`config.mk`:
```
export PLATFORM = sky130hd
export DESIGN_NAME = conv_window_scheduler
export DESIGN_NICKNAME = d
export VERILOG_FILES = /design/src/rtl/conv_window_scheduler_pkg.sv /design/src/rtl/conv_window_scheduler_wrap_counter.sv /design/src/rtl/conv_window_scheduler.sv
export SDC_FILE = /design/constraint.sdc
export NUM_CORES = 1
export LEC_CHECK = 0
export ABC_AREA = 1
export BUFFER_PORTS_ARGS = -buffer_cell sky130_fd_sc_hd__buf_2
export CORE_ASPECT_RATIO = 1.75
export CORE_MARGIN = 2
export CORE_UTILIZATION = 49
export DETAILED_ROUTE_END_ITERATION = 8
export PLACE_DENSITY = 0.85
export SYNTH_ARGS = -nofsm -noshare
export SYNTH_HDL_FRONTEND = slang
export SYNTH_SLANG_ARGS = --single-unit
```
`constraint.sdc`:
```
create_clock -name clk -period 2.2 [get_ports clk]
set_input_delay 0.11 -clock clk [delete_from_list [all_inputs] [get_ports clk]]
set_output_delay 0.11 -clock clk [all_outputs]
set_load 0.05 [all_outputs]
```
`src/rtl/conv_window_scheduler_pkg.sv`:
```
`default_nettype none
// +-----------------------------------------------------------------------+
// | conv_sched_pkg : state encoding and sizing helpers for the scheduler  |
// | Rev 1.0                                                               |
// +-----------------------------------------------------------------------+
package conv_sched_pkg;

  typedef enum logic [2:0] {
    ST_IDLE  = 3'd0,
    ST_CLEAR = 3'd1,
    ST_MAC   = 3'd2,
    ST_EMIT  = 3'd3,
    ST_DONE  = 3'd4
  } state_t;

  // Counter width for values 0..n-1, never narrower than one bit.
  function automatic int clog2w(input int n);
    int w;
    w = 1;
    for (int i = 1; i < 31; i++) begin
      if ((1 << i) < n) w = i + 1;
    end
    return w;
  endfunction

  function automatic int calc_ow(input int img_w, input int k, input int s);
    return (img_w - k) / s + 1;
  endfunction

  function automatic int calc_oh(input int img_h, input int k, input int s);
    return (img_h - k) / s + 1;
  endfunction

endpackage
`default_nettype wire

```
`src/rtl/conv_window_scheduler_wrap_counter.sv`:
```
`default_nettype none
// +-----------------------------------------------------------------------+
// | wrap_counter : modulo-N up counter with terminal-count flag           |
// | Rev 1.0                                                               |
// +-----------------------------------------------------------------------+
module wrap_counter
  import conv_sched_pkg::*;
#(
  parameter int N = 4,
  parameter int W = clog2w(N)
) (
  input  logic         clk,
  input  logic         rst,
  input  logic         i_en,
  output logic [W-1:0] o_count,
  output logic         o_cout
);

  logic [W-1:0] r_count;
  logic         w_last;

  assign w_last  = (r_count == W'(N - 1));
  assign o_count = r_count;
  assign o_cout  = w_last;

  always_ff @(posedge clk) begin
    if (!rst) begin
      r_count <= '0;
    end else if (i_en) begin
      r_count <= w_last ? '0 : r_count + 1'b1;
    end
  end

endmodule
`default_nettype wire

```
`src/rtl/conv_window_scheduler.sv`:
```
`default_nettype none
// +-----------------------------------------------------------------------+
// | conv_window_scheduler : sequences one KxK convolution pass, producing |
// | ifmap/filter/ofmap addresses, MAC controls and a result handshake.    |
// | Rev 1.0                                                               |
// +-----------------------------------------------------------------------+
module conv_window_scheduler
  import conv_sched_pkg::*;
#(
  parameter int IMG_W  = 8,
  parameter int IMG_H  = 8,
  parameter int K      = 3,
  parameter int STRIDE = 1,
  parameter int ADDR_W = 16
) (
  input  logic              clk,
  input  logic              rst,
  input  logic              i_start,
  input  logic              i_out_ready,
  output logic              o_busy,
  output logic              o_done,
  output logic              o_mac_clr,
  output logic              o_mac_en,
  output logic              o_acc_valid,
  output logic [ADDR_W-1:0] o_ifmap_addr,
  output logic [ADDR_W-1:0] o_filt_addr,
  output logic [ADDR_W-1:0] o_out_addr
);

  localparam int c_OW = calc_ow(IMG_W, K, STRIDE);
  localparam int c_OH = calc_oh(IMG_H, K, STRIDE);
  localparam int c_KW = clog2w(K);
  localparam int c_XW = clog2w(c_OW);
  localparam int c_YW = clog2w(c_OH);

  localparam logic [ADDR_W-1:0] c_S_A  = ADDR_W'(STRIDE);
  localparam logic [ADDR_W-1:0] c_IW_A = ADDR_W'(IMG_W);
  localparam logic [ADDR_W-1:0] c_K_A  = ADDR_W'(K);
  localparam logic [ADDR_W-1:0] c_OW_A = ADDR_W'(c_OW);

  state_t            r_state;
  state_t            w_next;
  logic [c_KW-1:0]   r_kc, r_kr;
  logic [c_XW-1:0]   r_ox;
  logic [c_YW-1:0]   r_oy;
  logic              w_kc_cout, w_kr_cout, w_ox_cout, w_oy_cout;
  logic              w_kc_en, w_kr_en, w_ox_en, w_oy_en;
  logic              w_cnt_rst_n;
  logic              w_handshake;
  logic [ADDR_W-1:0] w_row;

  // Entering DONE also clears the counters so IDLE always presents zero addresses.
  assign w_cnt_rst_n = rst & (r_state != ST_DONE);
  assign w_handshake = (r_state == ST_EMIT) & i_out_ready;
  assign w_kc_en     = (r_state == ST_MAC);
  assign w_kr_en     = w_kc_en & w_kc_cout;
  assign w_ox_en     = w_handshake;
  assign w_oy_en     = w_handshake & w_ox_cout;

  wrap_counter #(.N(K))    u_kc (.clk(clk), .rst(w_cnt_rst_n), .i_en(w_kc_en), .o_count(r_kc), .o_cout(w_kc_cout));
  wrap_counter #(.N(K))    u_kr (.clk(clk), .rst(w_cnt_rst_n), .i_en(w_kr_en), .o_count(r_kr), .o_cout(w_kr_cout));
  wrap_counter #(.N(c_OW)) u_ox (.clk(clk), .rst(w_cnt_rst_n), .i_en(w_ox_en), .o_count(r_ox), .o_cout(w_ox_cout));
  wrap_counter #(.N(c_OH)) u_oy (.clk(clk), .rst(w_cnt_rst_n), .i_en(w_oy_en), .o_count(r_oy), .o_cout(w_oy_cout));

  always_ff @(posedge clk) begin
    if (!rst) r_state <= ST_IDLE;
    else      r_state <= w_next;
  end

  always_comb begin
    w_next      = r_state;
    o_busy      = (r_state != ST_IDLE);
    o_done      = 1'b0;
    o_mac_clr   = 1'b0;
    o_mac_en    = 1'b0;
    o_acc_valid = 1'b0;
    case (r_state)
      ST_IDLE:  if (i_start) w_next = ST_CLEAR;
      ST_CLEAR: begin
        o_mac_clr = 1'b1;
        w_next    = ST_MAC;
      end
      ST_MAC: begin
        o_mac_en = 1'b1;
        if (w_kr_cout && w_kc_cout) w_next = ST_EMIT;
      end
      ST_EMIT: begin
        o_acc_valid = 1'b1;
        if (i_out_ready) w_next = (w_ox_cout && w_oy_cout) ? ST_DONE : ST_CLEAR;
      end
      ST_DONE: begin
        o_done = 1'b1;
        w_next = ST_IDLE;
      end
      default:  w_next = ST_IDLE;
    endcase
  end

  assign w_row        = ADDR_W'(r_oy) * c_S_A + ADDR_W'(r_kr);
  assign o_ifmap_addr = w_row * c_IW_A + ADDR_W'(r_ox) * c_S_A + ADDR_W'(r_kc);
  assign o_filt_addr  = ADDR_W'(r_kr) * c_K_A + ADDR_W'(r_kc);
  assign o_out_addr   = ADDR_W'(r_oy) * c_OW_A + ADDR_W'(r_ox);

endmodule
`default_nettype wire

```
==> results.cfg, run 1 <==
[run_status]
status = completed

[timing]
min_period_ps = 2170
max_freq_ghz = 0.461
skew_ps = 1.58
finalSetupViolCount = 0
worst_slack_ps = 32.4
hold_violations = 0
min_period_over_period_pct = 98.5
tns_ps = 0
hold_ws_ps = 146
slew_viol_final = 0
rsz0062_at_grt = yes

[logic_synthesis]
ys.flop_type = dfxtp_1
syn-cell-area_um2 = 1480
synth_edf_count = 0
ys_seq_area_share_pct = 17.5
syn_inst = 200
ys.warnings.count = 0
synth_top_area_cell = dfxtp_1
async_flop_share_pct = 0
synth_most_common_cell = inv_1
ys_top_cells_by_area = dfxtp_1 (18%), buf_4 (15%), ha_1 (13%)
synth_top_area_share_pct = 17.5
postSynthRegisterBits = 13
yosys-top-cells-count = inv_1 (33), buf_4 (30), nand2_1 (29)
avgSynthCellArea_um2 = 7.42
synth_cell_types = 27

[global_route]
grt_antenna_before_repair = 0
grt_max_degree = 8
grt_usage_pct = 18.1
grt_pass1_vias = 1163
grt_pass1_wl_um = 4860
grt-ovfl-total = 0

[cts]
cts_buffers = 3
cts_tree = done
cts_max_level = 1
clockBufferDepth = 2
cts_sinks = 13
path_clk_slew_ps = 60
worst_skew_pair.late_latency_ps = 240
root_buffer = clkbuf_8

[final_layout]
num-fill-cells = 262
area_growth_syn_to_layout_pct = 21.4
multiInputGateArea_um2 = 1060
num_antenna_cells = 0
seqCellArea_um2 = 274
layout-drive-gt1-share_pct = 33.8
layout.nets = 267
finalCoreUtilization_pct = 62.2

[placed_design]
dp_hpwl_um = 2360
dpl_worst_slack_ps = 147
portBuffers = 27
gp_congestion = 0.816

[floorplan]
start_util_pct = 51.3
ios = 57
die_w_um = 45.6
dieArea_um2 = 3500
rows = 26
core_um2 = 2900
fp.dieH_um = 76.8

[critical_path]
path_cells = inv_4 > fa_1 > inv_1 > ha_2 > inv_2 > fa_1 > inv_1 > buf_6
reg2regPathDepth = 8
critPathBufInv = 5
cp_max_fo = 2
crit_type = reg -> out
cp.arrival_ps = 2060
worstPathRequired_ps = 2090
cp_top_family = adder cells
reg2reg_slack_ps = 870
reg2reg_from = u_ox.o_count[0]
worst_setup_path_start_kind = flop
cp-end-kind = output port
rr_endpoint = u_oy.o_count[1]
slowest_delay_ps = 520
cp_slowest_cell = fa_1

[route]
wl_per_cell_um = 11.0
ant_nets = 0
drt_iter0_drc = 12
viasPerCell = 4.70
drc_errors = 0
dr.pass1.iters = 4
via_count = 1259
wl_um = 2960

[worst_hold_path]
min_path_cells = 3
hold_path.startpoint = rst
holdPathEnd = r_state[0]
hp-class = in -> reg

[power]
powerDensity_nw_per_um2 = 475
p_leak_uw = 0.000953
p_total_uw = 856
max-vdd-ir-drop_mv = 0.348

[flow_run]
max-cap-violations = 0
==> cell usage in the layout, fill, tap and decap left out, types with 2 or more instances in the layout <==
cell | Yosys | routed
buf_4 | 30 | 12
ha_4 | 0 | 2
nor2_1 | 20 | 17
nand3_1 | 9 | 9
dfxtp_2 | 0 | 2
xor2_2 | 0 | 3
nand2_1 | 29 | 28
ha_1 | 16 | 13
clkbuf_8 | 0 | 3
buf_6 | 0 | 5
buf_2 | 0 | 21
nand4_1 | 2 | 2
nor2_4 | 3 | 4
xnor2_2 | 0 | 2
o21ai_0 | 3 | 3
fa_1 | 6 | 4
dfxtp_1 | 13 | 8
inv_1 | 33 | 28
conb_1 | 1 | 29
fa_2 | 0 | 2
nor2_2 | 1 | 3
a21oi_1 | 10 | 10
dfxtp_4 | 0 | 3
nand2_2 | 3 | 4
inv_2 | 2 | 6
xor2_1 | 5 | 2
nand3_2 | 2 | 2
==> stage by stage <==
stage          instance area [µm²]  instances
6_report                      1800        268
5_1_grt                       1800        268
4_1_cts                       1710        267
3_5_place_dp                  1630        262
3_3_place_gp                  1630        262
2_1_floorplan                 1620        228
==> cells by family (layout without fill, tap and decap cells) <==
family | Yosys count | after routing | synth area share (%)
AND/OR/NAND/NOR | 75 | 75 | 26.0
buffers and inverters | 65 | 77 | 24.0
adder cells (fa/ha/maj) | 22 | 22 | 21.6
AO/OA/AOI/OAI | 16 | 16 | 5.90
flip-flops | 13 | 13 | 17.5
XOR/XNOR | 8 | 8 | 4.72
other | 1 | 29 | 0.253
==> worst max path at each step <==
stage	to	cells after the start	from	slack, ps
final	o_filt_addr[2]	8	u_kr.o_count[0]	30
after global routing	o_filt_addr[2]	8	u_kr.o_count[0]	-70
after global placement	o_out_addr[6]	7	u_oy.o_count[0]	200
after floorplan	o_out_addr[6]	8	u_oy.o_count[1]	-20
after CTS	o_ifmap_addr[6]	8	u_kr.o_count[0]	-2
after detailed placement	o_out_addr[4]	6	u_oy.o_count[0]	150
==> timing repair <==
action	CTS	global route
hold buffers	0	0
setup buffers	1	1
setup endpoints to repair	5	9
resized for setup	16	23
pin swaps	2	7
==> report_power, final <==
group	internal [µW]	total (µW)	switching, µW	leakage, µW
sequential	246	269	23.1	0.000109
clock	128	218	90.5	0.0000228
combinational	69.4	368	299	0.000821
==> sequential cells by signal, summed over array words and instances (netlist names) <==
register      cells
u_kr.o_count      2
r_state           3
u_kc.o_count      2
u_oy.o_count      3
u_ox.o_count      3
==> cell type report <==
type                    instances  share of cell area, %
repair buffers                 38                   14.0
flip-flops and latches         13                   15.2
multi-input cells             150                   59.0
clock buffers                   4                   2.50
inverters                      35                   7.43
well taps                      28                   1.94
==> worst reg2reg max path: stages, from the launching register on <==
cell,delay (ps)
dfxtp_1,340
buf_4,130
inv_1,50
nor2_1,150
nand2_1,130
nor2_4,180
nand2_1,80
o21ai_1,110
nor2_1,60
==> metal layers <==
layer | part of all wire, % | track usage [%] | vias to the layer above
met1 | 37 | 19.6 | 579
met5 | 0 | 0 | -
li1 | - | - | 632
met2 | 57 | 33.2 | 44
met3 | 4.5 | 1.41 | 4
met4 | 1.2 | 7.35 | 0
Power figures use the tool's default switching activity.
==> run 2, diff against run 1 <==
--- a/config.mk
+++ b/config.mk
@@ -9,9 +9,10 @@
 export BUFFER_PORTS_ARGS = -buffer_cell sky130_fd_sc_hd__buf_2
 export CORE_ASPECT_RATIO = 1.75
 export CORE_MARGIN = 2
-export CORE_UTILIZATION = 49
+export CORE_UTILIZATION = 48
 export DETAILED_ROUTE_END_ITERATION = 8
 export PLACE_DENSITY = 0.85
 export SYNTH_ARGS = -nofsm -noshare
 export SYNTH_HDL_FRONTEND = slang
+export SYNTH_HIERARCHICAL = 1
 export SYNTH_SLANG_ARGS = --single-unit
==> run 2 against run 1 <==
Net effect: worst setup slack gained 39 ps; via count shrank 4.9%; synthesized cell count shrank 1.0%; worst hold slack lost 12 ps; count of clock-buffer cells in the layout is the same; core utilization shrank 2.8 points; largest cell class unchanged.
==> results.cfg, run 2 <==
[logic_synthesis]
yosys-top-cells-count = nand2_1 (45), inv_1 (33), buf_4 (29)
syn_inst = 198
synth_top_area_cell = dfxtp_1
postSynthRegisterBits = 13
synth_cell_types = 20
synth_edf_count = 0
avgSynthCellArea_um2 = 6.99
ys.flop_type = dfxtp_1
ys.warnings.count = 6
async_flop_share_pct = 0
syn-cell-area_um2 = 1380
synth_top_area_share_pct = 18.8
ys_top_cells_by_area = dfxtp_1 (19%), buf_4 (16%), nand2_1 (12%)
synth_most_common_cell = nand2_1
ys_seq_area_share_pct = 18.8

[timing]
min_period_ps = 2130
min_period_over_period_pct = 96.8
worst_slew_pin_slew_ps = 576
slew_viol_final = 0
skew_ps = 1.02
max_freq_ghz = 0.470
finalSetupViolCount = 0
hold_violations = 0
slew_headroom_pct = 61.5
rsz0062_at_grt = no

[power]
p_sw_share_pct = 49.5
combPwrFrac_pct = 46.3
p_leak_uw = 0.000923
pwr-share-seq_pct = 31.0
pwr-share-clk_pct = 22.7
p_sw_uw = 453
powerDensity_nw_per_um2 = 566
p_int_uw = 462
max-vdd-ir-drop_mv = 0.491

[cts]
worst_skew_pair.late_latency_ps = 230
cts_max_level = 1
cts_buffers = 3
cts_tree = done
clockBufferDepth = 2
cts_sinks = 13
root_buffer = clkbuf_8
path_clk_slew_ps = 50

[floorplan]
core_um2 = 2720
fp.dieH_um = 75.0
ios = 57
die_w_um = 44.6
rows = 25
start_util_pct = 50.9
dieArea_um2 = 3350

[route]
wl_per_cell_um = 9.81
drt_iter0_drc = 20
dr.pass1.iters = 4
viasPerCell = 4.59
ant_nets = 0
wl_um = 2560
via_count = 1197
drc_errors = 0

[final_layout]
most-common-layout-cells = nand2_1 (44), inv_1 (30), conb_1 (29)
layout-drive-gt1-share_pct = 28.2
num_antenna_cells = 0
finalCoreUtilization_pct = 59.4
layout.nets = 257
fin_area_um2 = 1620
final_common_cell = nand2_1
area_growth_syn_to_layout_pct = 16.9

[critical_path]
crit_type = reg -> out
worstPathRequired_ps = 2090
cp_max_fo = 2
cp.arrival_ps = 2020
cp-end-kind = output port
cp_slowest_cell = fa_1
worst_setup_path_start_kind = flop
slowest_delay_ps = 540
path_cells = inv_2 > fa_1 > inv_2 > ha_4 > fa_1 > buf_6

[global_route]
met2_usage_pct = 32.9
grt_pass1_wl_um = 4300
grt-ovfl-total = 0
grt_max_degree = 10
use_met1_pct = 15.5
grt_antenna_before_repair = 0
grt_use_met3_pct = 0.719
grt_usage_pct = 16.8
busiest_layer = met2
grt_pass1_vias = 1168

[placed_design]
gp_congestion = 0.773
portBuffers = 27
dp_hpwl_um = 2150
placed_area_um2 = 1510

[worst_hold_path]
hp-class = in -> reg

[flow_run]
max-cap-violations = 0

[run_status]
status = completed
[run 2: per-layer routing]
layer | part of all wire [%] | routed length, µm
met2 | 57 | 1470
met1 | 34 | 881
met5 | 0 | 0
met4 | 2.8 | 71
met3 | 5.6 | 143
[run 2: logic make-up after synthesis]
group,Yosys count,share of synthesized area (%)
simple gates,90,28.4
xor+xnor,8,5.06
flops,13,18.8
buf+inv,62,24.7
other cells,1,0.271
compound gates,6,3.25
fa+ha+maj,18,19.5
[run 2: path summary, 6_finish.rpt]
check	startpoint	to	slack (ps)	depth (start not counted)
setup / recovery	u_kr/o_count[1]	o_filt_addr[2]	70	6
hold / removal	rst	r_state[1]	130	3
setup reg to reg	u_ox/o_count[2]	u_oy/o_count[1]	760	8
hold reg to reg	u_kc/o_count[0]	u_kc/o_count[0]	500	2
[run 2: per-stage QoR]
stage	cells	hold slack, ps	total power, µW	setup slack [ps]	setup TNS, ps
6_report	261	134	915	71.2	0
3_5_place_dp	256	383	708	105	0
3_3_place_gp	256	381	701	157	0
4_1_cts	260	132	918	-8.63	-8.63
5_1_grt	261	146	971	6.27	0
2_1_floorplan	226	238	690	33.7	0
[run 2: area by class of cell]
cell class	instances	area, µm²
timing repair buffer	33	198
clock buffer	4	45.0
inverter	33	124
multi-input combinational	151	947
sequential	13	270
tap	27	33.8
fill	254	1100
[run 2: worst max-delay path, delay by kind of cell (launching register included)]
kind	cells	cell delay, ps
DFF	1	330
buffers and inverters	3	250
adders and majority gates	3	1210
[run 2: power by group through the flow]
stage / Combinational [µW] / Clock, µW / Sequential [µW]
3_5_place_dp: 421 / 0 / 288
6_report: 423 / 208 / 284
4_1_cts: 422 / 213 / 283
3_3_place_gp: 415 / 0 / 286
2_1_floorplan: 404 / 0 / 286
5_1_grt: 460 / 224 / 286
[run 2: timing repair]
item | 4_1_cts | 5_1_grt
pin swaps | 0 | 3
hold buffers | 0 | 0
buffers inserted | 0 | 1
gates resized for setup | 5 | 18
endpoints found under the setup margin | 2 | 8
==> run 3, diff against run 2 <==
--- a/config.mk
+++ b/config.mk
@@ -9,9 +9,9 @@
 export BUFFER_PORTS_ARGS = -buffer_cell sky130_fd_sc_hd__buf_2
 export CORE_ASPECT_RATIO = 1.75
 export CORE_MARGIN = 2
-export CORE_UTILIZATION = 48
+export CORE_UTILIZATION = 40
 export DETAILED_ROUTE_END_ITERATION = 8
-export PLACE_DENSITY = 0.85
+export PLACE_DENSITY = 0.73
 export SYNTH_ARGS = -nofsm -noshare
 export SYNTH_HDL_FRONTEND = slang
 export SYNTH_HIERARCHICAL = 1
==> run 3 against run 2 <==
Net effect: wire length is 3.7% lower; total power is 0.75% higher; combinational power hardly changed; clock power is 4% higher; largest cell class unchanged; final cell count is 7.3% higher.
==> results.cfg, run 3 (same netlist as run 2, synthesis figures left out) <==
[power]
powerDensity_nw_per_um2 = 571
max-vdd-ir-drop_mv = 0.441
p_total_uw = 922
p_leak_uw = 0.000933

[critical_path]
cp.arrival_ps = 2030
rr_endpoint = u_oy/o_count[2]
reg2reg_slack_ps = 750
slowest_delay_ps = 510
cp-end-kind = output port
cp_slowest_cell = fa_1
reg2reg_from = u_ox/o_count[2]
cp_max_fo = 4
path_cells = inv_2 > fa_1 > inv_1 > ha_2 > fa_1 > buf_6
reg2regPathDepth = 7
crit_type = reg -> out
worstPathRequired_ps = 2090
worst_setup_path_start_kind = flop
path_common_cell = fa_1

[final_layout]
layout.nets = 258
num-fill-cells = 358
seqCellArea_um2 = 268
most-common-layout-cells = nand2_1 (45), inv_1 (30), conb_1 (29)
multiInputGateArea_um2 = 920
final_common_cell = nand2_1
num_antenna_cells = 0
layout-drive-gt1-share_pct = 27.2
fin_area_um2 = 1620
area_growth_syn_to_layout_pct = 16.7

[route]
via_count = 1183
ant_nets = 0
wl_per_cell_um = 8.81
drt_iter0_drc = 12
viasPerCell = 4.23
drc_errors = 0
wl_um = 2470
dr.pass1.iters = 4

[timing]
slew_viol_final = 0
finalSetupViolCount = 0
slew_headroom_pct = 62.2
max_freq_ghz = 0.466
worst_slew_pin_slew_ps = 564
min_period_ps = 2140
hold_violations = 0
rsz0062_at_grt = yes
skew_ps = 3.57
min_period_over_period_pct = 97.5

[global_route]
grt_antenna_before_repair = 0
grt_max_degree = 10
grt_pass1_wl_um = 4120
grt-ovfl-total = 0
grt_pass1_vias = 1062
grt_usage_pct = 13.2

[cts]
clockBufferDepth = 2
root_buffer = clkbuf_8
cts_tree = done
path_clk_slew_ps = 60
cts_buffers = 3
cts_max_level = 1
cts_sinks = 13
worst_skew_pair.late_latency_ps = 250

[floorplan]
die_w_um = 48.5
start_util_pct = 41.1
fp.dieH_um = 81.8
dieArea_um2 = 3960
rows = 28
ios = 57
core_um2 = 3360

[worst_hold_path]
hold_path.startpoint = rst
holdPathEnd = r_state[1]
hp-class = in -> reg
min_path_cells = 3

[placed_design]
portBuffers = 27
dp_hpwl_um = 2060
gp_congestion = 0.768
placed_area_um2 = 1540

[flow_run]
max-cap-violations = 0

[run_status]
status = completed
## run 3: cell count changes in the layout (fill, tap and decap cells not counted), sizes merged
cell  before  now
buf       32   33
## run 3: how the worst max path moves through the flow
| stage | startpoint | end | slack, ps | cells after the start |
|---|---|---|---|---|
| global placement | u_kc/o_count[1] | o_filt_addr[2] | 140 | 6 |
| CTS | u_kc/o_count[1] | o_filt_addr[2] | -10 | 6 |
| finish | u_kr/o_count[0] | o_filt_addr[2] | 60 | 6 |
| global route | u_kr/o_count[1] | o_filt_addr[2] | -30 | 6 |
| floorplan | u_oy/o_count[1] | o_out_addr[6] | 30 | 6 |
| detailed placement | u_kc/o_count[1] | o_filt_addr[2] | 100 | 6 |
## run 3: what timing repair did
action | 4_1_cts | 5_1_grt
setup buffers | 0 | 1
pin swaps | 0 | 2
resized for setup | 6 | 9
hold buffers | 0 | 0
setup endpoints to repair | 3 | 6
## run 3: where the power goes
part / switching (µW) / internal (µW)
Clock: 89.1 / 128
Sequential: 26.8 / 257
Combinational: 343 / 77.4
## run 3: critical path: cells and delay by family (launching register included)
kind       cells  cell delay [ps]
fa+ha+maj      3             1190
buf+inv        3              240
flops          1              360
## run 3: per-layer routing
layer | wire [µm] | up-vias | track usage, %
met3 | 135 | 6 | 0.727
met1 | 912 | 524 | 12.0
li1 | - | 608 | -
met4 | 64 | 0 | 9.14
met5 | 0 | - | 0
met2 | 1350 | 45 | 27.6
## run 3: final cells by class
cell class	instances	area share, %
clock buffer	4	2.79
inverter	33	7.67
multi-input combinational	151	56.9
sequential	13	16.6
tap	45	3.49
timing repair buffer	34	12.5
## run 3: through the flow
| step | TNS [ps] | setup WS [ps] | util (%) | cells | hold WS (ps) |
|---|---|---|---|---|---|
| global route | -52.8 | -31.6 | 48.0 | 280 | 116 |
| CTS | -10.9 | -10.9 | 47.4 | 279 | 117 |
| floorplan | 0 | 33.7 | - | 226 | 238 |
| detailed placement | 0 | 105 | 45.7 | 275 | 380 |
| global placement | 0 | 141 | 45.7 | 275 | 374 |
| finish | 0 | 55.0 | 48.0 | 280 | 118 |
